$ cat src/rtl/vend_pkg.sv
// vend_pkg: types and constants shared by the vending front-end blocks.
//   coin_type_e  : encoding of the coin_type input (two bits).
//   COIN_VAL_*   : cent value of each coin type.
//   credit_st_e  : state encoding of vend_credit_accumulator.
package vend_pkg;

   typedef enum logic [1:0] {
      COIN_5   = 2'd0,
      COIN_10  = 2'd1,
      COIN_25  = 2'd2,
      COIN_100 = 2'd3
   } coin_type_e;

   localparam int unsigned COIN_VAL_5   = 5;
   localparam int unsigned COIN_VAL_10  = 10;
   localparam int unsigned COIN_VAL_25  = 25;
   localparam int unsigned COIN_VAL_100 = 100;

   typedef enum logic [2:0] {
      ST_IDLE    = 3'd0,
      ST_COLLECT = 3'd1,
      ST_READY   = 3'd2,
      ST_VEND    = 3'd3,
      ST_REFUND  = 3'd4
   } credit_st_e;

endpackage

$ cat src/rtl/vend_coin_decode.sv
// vend_coin_decode: combinational coin_type -> cent value lookup.
//   coin_type  in  2         coin encoding (see vend_pkg::coin_type_e)
//   coin_value out CREDIT_W  value in cents, zero-extended
module vend_coin_decode
   import vend_pkg::*;
#(
   parameter int CREDIT_W = 16
) (
   input  logic [1:0]          coin_type,
   output logic [CREDIT_W-1:0] coin_value
);

   always_comb begin
      coin_value = '0;
      unique case (coin_type_e'(coin_type))
         COIN_5:   coin_value = CREDIT_W'(COIN_VAL_5);
         COIN_10:  coin_value = CREDIT_W'(COIN_VAL_10);
         COIN_25:  coin_value = CREDIT_W'(COIN_VAL_25);
         COIN_100: coin_value = CREDIT_W'(COIN_VAL_100);
         default:  coin_value = '0;
      endcase
   end

endmodule

$ cat src/rtl/vend_credit_accumulator.sv
// vend_credit_accumulator: collects coins/bills, tracks credit, drives the
// vending FSM's condition/sel inputs, deducts the price on vend_ack and
// returns change over a valid/ready handshake. All outputs are registered.
//
//   clk            in   system clock
//   reset_n        in   synchronous active-low reset
//   coin_valid     in   one-cycle insertion strobe
//   coin_type      in   0=5c 1=10c 2=25c 3=100c bill
//   cancel         in   one-cycle refund request
//   vend_ack       in   one-cycle "item sold" strobe
//   change_ready   in   change dispenser accepts
//   condition      out  credit covers price (state READY)
//   sel            out  a bill was accepted in this transaction
//   credit         out  current credit in cents
//   coin_reject    out  one-cycle pulse: last insertion refused
//   change_valid   out  change offer pending
//   change_amount  out  change in cents, stable while change_valid
//
// state      | meaning
// -----------+-------------------------------------------------
// ST_IDLE    | no credit, waiting for first coin
// ST_COLLECT | 0 < credit < PRICE, accepting coins
// ST_READY   | credit >= PRICE, condition high, awaiting vend_ack
// ST_VEND    | single cycle: price deducted from credit
// ST_REFUND  | change offered, waiting for change_ready
module vend_credit_accumulator
   import vend_pkg::*;
#(
   parameter int CREDIT_W   = 16,
   parameter int PRICE      = 150,
   parameter int MAX_CREDIT = 1000
) (
   input  logic                clk,
   input  logic                reset_n,
   input  logic                coin_valid,
   input  logic [1:0]          coin_type,
   input  logic                cancel,
   input  logic                vend_ack,
   input  logic                change_ready,
   output logic                condition,
   output logic                sel,
   output logic [CREDIT_W-1:0] credit,
   output logic                coin_reject,
   output logic                change_valid,
   output logic [CREDIT_W-1:0] change_amount
);

   localparam logic [CREDIT_W-1:0] PRICE_W  = CREDIT_W'(PRICE);
   localparam logic [CREDIT_W:0]   MAX_EXT  = (CREDIT_W+1)'(MAX_CREDIT);

   credit_st_e          state;
   logic [CREDIT_W-1:0] coin_value;
   logic [CREDIT_W:0]   sum_ext;
   logic [CREDIT_W-1:0] sum;
   logic [CREDIT_W-1:0] remainder;
   logic                is_bill;
   logic                coin_fits;
   logic                accepting;
   logic                coin_ok;

   vend_coin_decode #(.CREDIT_W(CREDIT_W)) u_coin_decode (
      .coin_type  (coin_type),
      .coin_value (coin_value)
   );

   // One extra bit on the sum so the ceiling check cannot wrap.
   assign sum_ext   = {1'b0, credit} + {1'b0, coin_value};
   assign sum       = sum_ext[CREDIT_W-1:0];
   assign coin_fits = (sum_ext <= MAX_EXT);
   assign remainder = credit - PRICE_W;
   assign is_bill   = (coin_type_e'(coin_type) == COIN_100);

   assign accepting = (state == ST_IDLE) || (state == ST_COLLECT) || (state == ST_READY);
   // cancel/vend_ack take priority over a coin in the same cycle, so the coin
   // is refused even where the strobe itself ends up being ignored.
   assign coin_ok   = coin_valid && accepting && !cancel && !vend_ack && coin_fits;

   always_ff @(posedge clk) begin
      if (!reset_n) begin
         state         <= ST_IDLE;
         credit        <= '0;
         condition     <= 1'b0;
         sel           <= 1'b0;
         coin_reject   <= 1'b0;
         change_valid  <= 1'b0;
         change_amount <= '0;
      end else begin
         coin_reject <= coin_valid && !coin_ok;

         unique case (state)
            ST_IDLE: begin
               if (coin_ok) begin
                  credit <= sum;
                  if (is_bill) sel <= 1'b1;
                  if (sum >= PRICE_W) begin
                     state     <= ST_READY;
                     condition <= 1'b1;
                  end else begin
                     state     <= ST_COLLECT;
                  end
               end
            end

            ST_COLLECT, ST_READY: begin
               if (cancel) begin
                  state         <= ST_REFUND;
                  condition     <= 1'b0;
                  change_valid  <= 1'b1;
                  change_amount <= credit;
               end else if (vend_ack && (state == ST_READY)) begin
                  state     <= ST_VEND;
                  condition <= 1'b0;
               end else if (coin_ok) begin
                  credit <= sum;
                  if (is_bill) sel <= 1'b1;
                  if (sum >= PRICE_W) begin
                     state     <= ST_READY;
                     condition <= 1'b1;
                  end
               end
            end

            ST_VEND: begin
               // Only reachable from READY, so credit >= PRICE here.
               credit <= remainder;
               if (remainder != '0) begin
                  state         <= ST_REFUND;
                  change_valid  <= 1'b1;
                  change_amount <= remainder;
               end else begin
                  state <= ST_IDLE;
                  sel   <= 1'b0;
               end
            end

            ST_REFUND: begin
               if (change_ready) begin
                  state         <= ST_IDLE;
                  credit        <= '0;
                  sel           <= 1'b0;
                  change_valid  <= 1'b0;
                  change_amount <= '0;
               end
            end

            default: begin
               state         <= ST_IDLE;
               credit        <= '0;
               condition     <= 1'b0;
               sel           <= 1'b0;
               change_valid  <= 1'b0;
               change_amount <= '0;
            end
         endcase
      end
   end

endmodule

$ cat config.mk
export PLATFORM = sky130hd
export DESIGN_NAME = vend_credit_accumulator
export DESIGN_NICKNAME = d
export VERILOG_FILES = /design/src/rtl/vend_pkg.sv /design/src/rtl/vend_coin_decode.sv /design/src/rtl/vend_credit_accumulator.sv
export SDC_FILE = /design/constraint.sdc
export NUM_CORES = 1
export LEC_CHECK = 0
export ABC_AREA = 1
export BUFFER_PORTS_ARGS = -buffer_cell sky130_fd_sc_hd__buf_2
export CAP_MARGIN = 20
export CELL_PAD_IN_SITES_DETAIL_PLACEMENT = 1
export CELL_PAD_IN_SITES_GLOBAL_PLACEMENT = 1
export CORE_UTILIZATION = 30
export CTS_CLUSTER_DIAMETER = 100
export DETAILED_ROUTE_END_ITERATION = 10
export MAX_ROUTING_LAYER = met4
export PLACE_DENSITY_LB_ADDON = 0.05
export SLEW_MARGIN = 30
export SYNTH_ARGS = -nofsm -noshare
export SYNTH_HDL_FRONTEND = slang
export SYNTH_HIERARCHICAL = 1
export SYNTH_SLANG_ARGS = --single-unit
$ cat constraint.sdc
create_clock -name clk -period 4.25 [get_ports clk]
set_clock_uncertainty 0.2 [all_clocks]
set_input_delay 0.6375 -clock clk [delete_from_list [all_inputs] [get_ports clk]]
set_output_delay 0.6375 -clock clk [all_outputs]
set_load 0.01 [all_outputs]
# After elaboration in Yosys (flattened, before gate mapping)
# Cells that the tools add are included.
dict set report classes {
  bitwise_logic 1
  addsub 2
  order_cmp 2
  n_reduce_logical 20
  muxes 33
  eq_ne 16
}
# cell n
set op_table {}
lappend op_table {{16-bit one-hot mux with 4 select lines} 3}
lappend op_table {{16-bit two-way mux} 6}
lappend op_table {{3-bit two-way mux} 7}
lappend op_table {{16-bit by 16-bit adder with 17-bit output} 1}
lappend op_table {{17-bit by 10-bit <= comparator with 1-bit output (second input constant)} 1}
lappend op_table {{16-bit by 8-bit >= comparator with 1-bit output (second input constant)} 1}
lappend op_table {{16-bit nonzero test} 1}
lappend op_table {{16-bit by 8-bit subtractor with 16-bit output (second input constant)} 1}
lappend op_table {{2-bit inequality test (second input constant)} 7}
lappend op_table {{1-bit two-way mux} 12}
lappend op_table {{3-bit one-hot mux with 4 select lines} 1}
lappend op_table {{4-bit AND reduction} 3}
lappend op_table {{4-bit inequality test (second input constant)} 2}
lappend op_table {{1-bit one-hot mux with 4 select lines} 2}
lappend op_table {{3-bit by 2-bit equality test with 1-bit output (second input constant)} 2}
lappend op_table {{1-bit logical AND} 6}
lappend op_table {{2-bit equality test (second input constant)} 2}
lappend op_table {{2-bit OR reduction} 2}
lappend op_table {{3-bit by 1-bit equality test with 1-bit output (second input constant)} 1}
lappend op_table {{3-bit equality test (second input constant)} 1}
lappend op_table {{1-bit logical NOT} 3}
lappend op_table {{3-bit logical NOT} 1}
lappend op_table {{1-bit one-hot mux with 3 select lines} 1}
lappend op_table {{3-bit AND reduction} 1}
lappend op_table {{other kinds (5)} 6}
dict set report totals {
  ff_bits 39
  wordCells 81
}

# Longest topological paths before layout
dict set report depth {
  depth_word 11
  ltp_mapped 22
}

# By module
# Netlist, hierarchy kept.
# module n_inst area_per_inst_um2 cells_each seq_area_each_um2
set by_module_without_submodules {}
lappend by_module_without_submodules {vend_credit_accumulator 1 3502.1 612 780.7}
lappend by_module_without_submodules {vend_coin_decode 1 151.4 21 0.0}

# Worst setup path after synthesis
# OpenSTA, ideal clock, no wires.
dict set report synth_timing {
  path_kind {input to register}
  startpoint {input port coin_type[0]}
  endpoint {register credit[7]}
  slack_ns 1.156
  setup_time_ns 0.131
  arrival_time_ns 2.763
  stages 19
  t_required_ns 3.919
  path_cell_list {inv_1 > ha_1 > inv_1 > nand2_1 > ha_1 > fa_1 > nand3_1 > nand3_1 > nand3_1 > nand3_1 > a21oi_1 > nand2_1 > nor2_2 > nand3_2 > nand2_4 > nand2_4 > buf_6 > nand2_1 > a21oi_1}
}
dict set report synth_via {
  elab_chain_len 9
  elab_cells_between_ends 12
  classes_between {add/sub: 1; order compare: 1; eq/ne: 3; mux: 5; reduce/logical: 2}
}
# element line
set synth_lines {}
lappend synth_lines {{from (decl)} vend_credit_accumulator.sv:36} ;# input logic [1:0] coin_type,
lappend synth_lines {{2-bit equality test (tied with other cells)} vend_coin_decode.sv:15} ;# unique case (coin_type_e'(coin_type))
lappend synth_lines {{16-bit one-hot mux with 4 select lines *} vend_coin_decode.sv:15}
lappend synth_lines {{named net coin_value[4]} vend_credit_accumulator.sv:52} ;# logic [CREDIT_W-1:0] coin_value;
lappend synth_lines {{16-bit by 16-bit adder with 17-bit output *} vend_credit_accumulator.sv:67} ;# assign sum_ext = {1'b0, credit} + {1'b0, coin_value};
lappend synth_lines {{17-bit by 10-bit <= comparator with 1-bit output} vend_credit_accumulator.sv:69} ;# assign coin_fits = (sum_ext <= MAX_EXT);
lappend synth_lines {{1-bit logical AND} vend_credit_accumulator.sv:76} ;# assign coin_ok = coin_valid && accepting && !cancel && !vend_ack && coin_fits;
lappend synth_lines {{16-bit two-way mux *} {vend_credit_accumulator.sv:92, vend_credit_accumulator.sv:113}}
lappend synth_lines {{16-bit two-way mux} vend_credit_accumulator.sv:110} ;# end else if (vend_ack && (state == ST_READY)) begin
lappend synth_lines {{16-bit two-way mux} vend_credit_accumulator.sv:105} ;# if (cancel) begin
lappend synth_lines {{16-bit one-hot mux with 4 select lines *} vend_credit_accumulator.sv:90} ;# unique case (state)
lappend synth_lines {{to (signal assigned)} vend_credit_accumulator.sv:93} ;# credit <= sum;
lappend synth_lines {{to (signal assigned)} vend_credit_accumulator.sv:114} ;# credit <= sum;
lappend synth_lines {{to (signal assigned)} vend_credit_accumulator.sv:125} ;# credit <= remainder;
lappend synth_lines {{to (decl)} vend_credit_accumulator.sv:42} ;# output logic [CREDIT_W-1:0] credit,
# Mark *: on every way through the listed nets, which the timed path passes. The rest lies on a longest branch. The select of a mux whose other input is x is not followed.
# A chain may end at the register's enable or synchronous reset.

# Worst setup path after layout
dict set report layout_timing {
  startpoint {input port coin_type[0]}
  endpoint {register credit[2]}
}
dict set report layout_via {
  elab_chain_len 9
  elab_cells_between_ends 12
  classes_between {add/sub: 1; order compare: 1; eq/ne: 3; mux: 5; reduce/logical: 2}
}
# element line
set layout_lines {}
lappend layout_lines {{2-bit equality test (tied with other cells)} vend_coin_decode.sv:15}
lappend layout_lines {{16-bit one-hot mux with 4 select lines *} vend_coin_decode.sv:15}
lappend layout_lines {{named net coin_value[4]} vend_credit_accumulator.sv:52}
lappend layout_lines {{16-bit by 16-bit adder with 17-bit output *} vend_credit_accumulator.sv:67}
lappend layout_lines {{17-bit by 10-bit <= comparator with 1-bit output *} vend_credit_accumulator.sv:69}
lappend layout_lines {{1-bit logical AND *} vend_credit_accumulator.sv:76}
lappend layout_lines {{16-bit two-way mux *} {vend_credit_accumulator.sv:92, vend_credit_accumulator.sv:113}}
lappend layout_lines {{16-bit two-way mux} vend_credit_accumulator.sv:110}
lappend layout_lines {{16-bit two-way mux} vend_credit_accumulator.sv:105}
lappend layout_lines {{16-bit one-hot mux with 4 select lines *} vend_credit_accumulator.sv:90}
# Marked as above.

==> impl_results.md <==
* Outcome: completed
* Placed insts at roughly 810
* GRT Total Usage at between 20% and 30%
* Final GP Congestion at 0.842
* Initial antenna violation count at 0
* Crit path kind: in2reg
* Min-delay worst type: reg2reg
* Die Ht at around 110 microns
* CTS tree: done
* Initial Util at a little under a third
* Crit path required time at 4.19 ns
* Worst Path Arrival at 3.28 ns
* Core area at 11700 sq um
* Setup TNS at 0 ns
* Post-Route WL at 12500 microns
* Routed vias/inst at 4.88
* Max-cap violations at 0
* PostCTS Resize Cnt at 0
* Number of flops mapped to enable cells by yosys at 0
* Iter 0 DRT Violations at 123
* Internal cell power at between 0.001 and 0.0015 W
* Worst Tran Pin Value at around 0.87 ns
* Net Sw Frac at 52.5%
* RSZ-0062 raised after global routing: no
* PwrDens at 699 nW/um^2
* Final ANT Viol Nets at 0
* Fin nets at ~700
* Clk root buf: clkbuf_16
* Pre-antenna DRT Iters at 4
* First-pass GRT wire length at 20700 microns
* Post-Syn Area at around 3700 sq um
* Clk Latency, worst-skew pair at between 0.2 and 0.3 ns
* Min cycle time layout at about 3.3 ns
* R2R cell count at 16
* Via count at 3978
* Final worst-path cycle share at approximately four fifths
* Clock transition at the registers of the reported paths at ~0.070 ns
* Hold depth at 2
* Startpoint Class: primary input
* Distinct cell type count after synthesis at 34
* Reg power frac at a little over a fifth
* Comb power frac at 61.2%
* Cts-stage hold buffer count at 0
* Row count at 39
* Wirelength per Cell at between 15 and 20 microns
* # IOs at 44
* NetSw at around 0.0015 W
* Worst hold start: change_valid$_SDFFE_PN0P_
* Leak at 2.25 nW
* Post-synth ARST share at 0%
* H-tree level count at 2
* Num CTS Buffers at 5
* Worst Path Max Fanout at 15
* Vias in the first global route at 4103
* Rel. slew slack at between 40% and 50%
* Diodes inserted at 0
* Yosys warns at 6
* Hold EP: change_valid$_SDFFE_PN0P_
* Setup crit end kind: flop
* VDD IR max at 0.183 mV
* Hold Fails Final Rpt at 0
* Seq/Total Area, Yosys at 21.4%
* Reg-to-reg startpoint: credit[1]$_SDFFE_PN0P_
* Fin Hold WS at 0.275 ns
* Flop2flop setup slack at roughly 1.2 ns
* Die Width at around 110 microns
* Sink Count at 39
* Dpl hpwl at roughly 10000 microns
* Post-CTS setup buffers at 0
* I/O Buffers at 43
* Clock power frac at 17.3%
* Prevailing post-synth register cell: dfxtp_1
* Clock Path Buffers at 2
* Register bit total from synthesis at 39
* Fin. max-slew vios at 0
* Final setup vio count at 0
* Fin cells at between 800 and 900
* Die Area at 12600 sq um
* Reg2reg end: change_amount[2]$_SDFFE_PN0P_
* Overflow after GRT at 0
* Share of layout cells above drive strength 1 at 13.7%
* Largest net degree at the start of global routing at 21
* Post-synthesis area per instance at 5.77 sq um
* F_max at around 300 MHz
* DRC errors left at 0
* Syn-to-layout area delta at 13.0%
* Cell count after synthesis at about 630
## stage by stage
stage	power (W)	utilization [%]	setup WS (ns)	area, sq um
2_1_floorplan	0.00195	-	1.16	3680
3_3_place_gp	0.00237	33.8	0.710	3940
3_5_place_dp	0.00241	33.8	0.601	3940
4_1_cts	0.00292	35.4	0.892	4130
5_1_grt	0.00320	35.4	0.506	4130
6_report	0.00289	35.4	0.913	4130
## metal layers
layer | vias up | share of wire [%] | GRT usage, %
li1 | 2060 | - | -
met1 | 1866 | 46 | 25.3
met2 | 41 | 51 | 39.8
met3 | 11 | 2.0 | 2.00
met4 | 0 | 1.3 | 5.07
met5 | - | 0 | -
## final cells by class
class | instances | area (sq um)
Tap cell | 143 | 179
Timing Repair Buffer | 45 | 230
Clock inverter | 3 | 67.6
Fill cell | 1591 | 7530
Sequential cell | 39 | 781
Multi-Input combinational cell | 481 | 2380
Inverter | 99 | 372
Clock buffer | 5 | 125
## layout by cell type, fill, tap and decap left out
| cell | instances |
|---|---|
| a21oi_1 | 28 |
| a21oi_2 | 1 |
| a41oi_1 | 1 |
| and2_1 | 3 |
| buf_2 | 43 |
| buf_4 | 2 |
| bufinv_16 | 2 |
| clkbuf_16 | 5 |
| clkinvlp_4 | 1 |
| conb_1 | 9 |
| dfxtp_1 | 39 |
| fa_1 | 1 |
| ha_1 | 21 |
| inv_1 | 90 |
| inv_2 | 9 |
| nand2_1 | 196 |
| nand2_2 | 5 |
| nand2_4 | 3 |
| nand3_1 | 58 |
| nand3_2 | 3 |
| nand3b_1 | 1 |
| nand4_1 | 16 |
| nor2_1 | 60 |
| nor2_2 | 14 |
| nor3_1 | 7 |
| nor3_2 | 1 |
| o21a_1 | 1 |
| o21ai_0 | 32 |
| o21ai_1 | 9 |
| o21bai_1 | 2 |
| o22ai_1 | 1 |
| or2_2 | 3 |
| xnor2_1 | 1 |
| xor2_1 | 4 |
## registers in the layout, indices dropped and copies added (netlist names)
signal / cells
state: 3
sel: 1
change_valid: 1
credit: 16
change_amount: 16
condition: 1
coin_reject: 1
## cell families after synthesis
logic type / count (synthesis) / share of synthesized area [%]
simple gates: 370 / 44.5
xor+xnor: 5 / 1.20
flops: 39 / 21.4
compound gates: 75 / 10.7
other cells: 1 / 0.103
buf+inv: 121 / 14.4
fa+ha+maj: 22 / 7.74
## critical path: stages
cell	delay, ns
buf_2	0.12
inv_1	0.06
ha_1	0.21
inv_1	0.06
nand2_1	0.05
ha_1	0.22
fa_1	0.46
nand2_1	0.10
nand3_1	0.07
nand3_1	0.11
nand2_1	0.10
nand2_1	0.09
nand3_1	0.07
nand2_1	0.09
inv_1	0.05
nor2_2	0.14
nand3_2	0.13
nand2_4	0.16
nand2_4	0.15
nand2_1	0.12
a21oi_1	0.07
## power groups by stage
| stage | clock [W] | sequential [W] | combinational, W |
|---|---|---|---|
| 6_report | 0.000499 | 0.000620 | 0.00177 |
| 5_1_grt | 0.000524 | 0.000640 | 0.00204 |
| 4_1_cts | 0.000508 | 0.000623 | 0.00179 |
| 3_5_place_dp | 0 | 0.000630 | 0.00178 |
| 3_3_place_gp | 0 | 0.000628 | 0.00174 |
| 2_1_floorplan | 0 | 0.000622 | 0.00133 |
## cells in the mapped netlist, drive strengths merged, types with 2 or more instances
library cell  count  area, sq um
and2              3         18.8
o21ai            41          205
o21bai            2         15.0
dfxtp            39          781
ha               21          263
inv              99          372
buf              17          136
clkbuf            5         18.8
nand3            61          320
xor2              4         35.0
a21oi            29          149
nor2             74          313
or2               3         18.8
nor3              8         45.0
nand4            16          100
nand2           204          801
## worst max-delay path by stage
| stage | startpoint | endpoint |
|---|---|---|
| 5_1_grt | coin_type[0] | credit[0]$_SDFFE_PN0P_ |
| 3_5_place_dp | coin_type[1] | credit[15]$_SDFFE_PN0P_ |
| 4_1_cts | coin_type[0] | credit[2]$_SDFFE_PN0P_ |
| 6_report | coin_type[0] | credit[2]$_SDFFE_PN0P_ |
| 2_1_floorplan | coin_type[0] | credit[7]$_SDFFE_PN0P_ |
| 3_3_place_gp | coin_type[0] | credit[0]$_SDFFE_PN0P_ |
(Power assumes the default switching activity.)
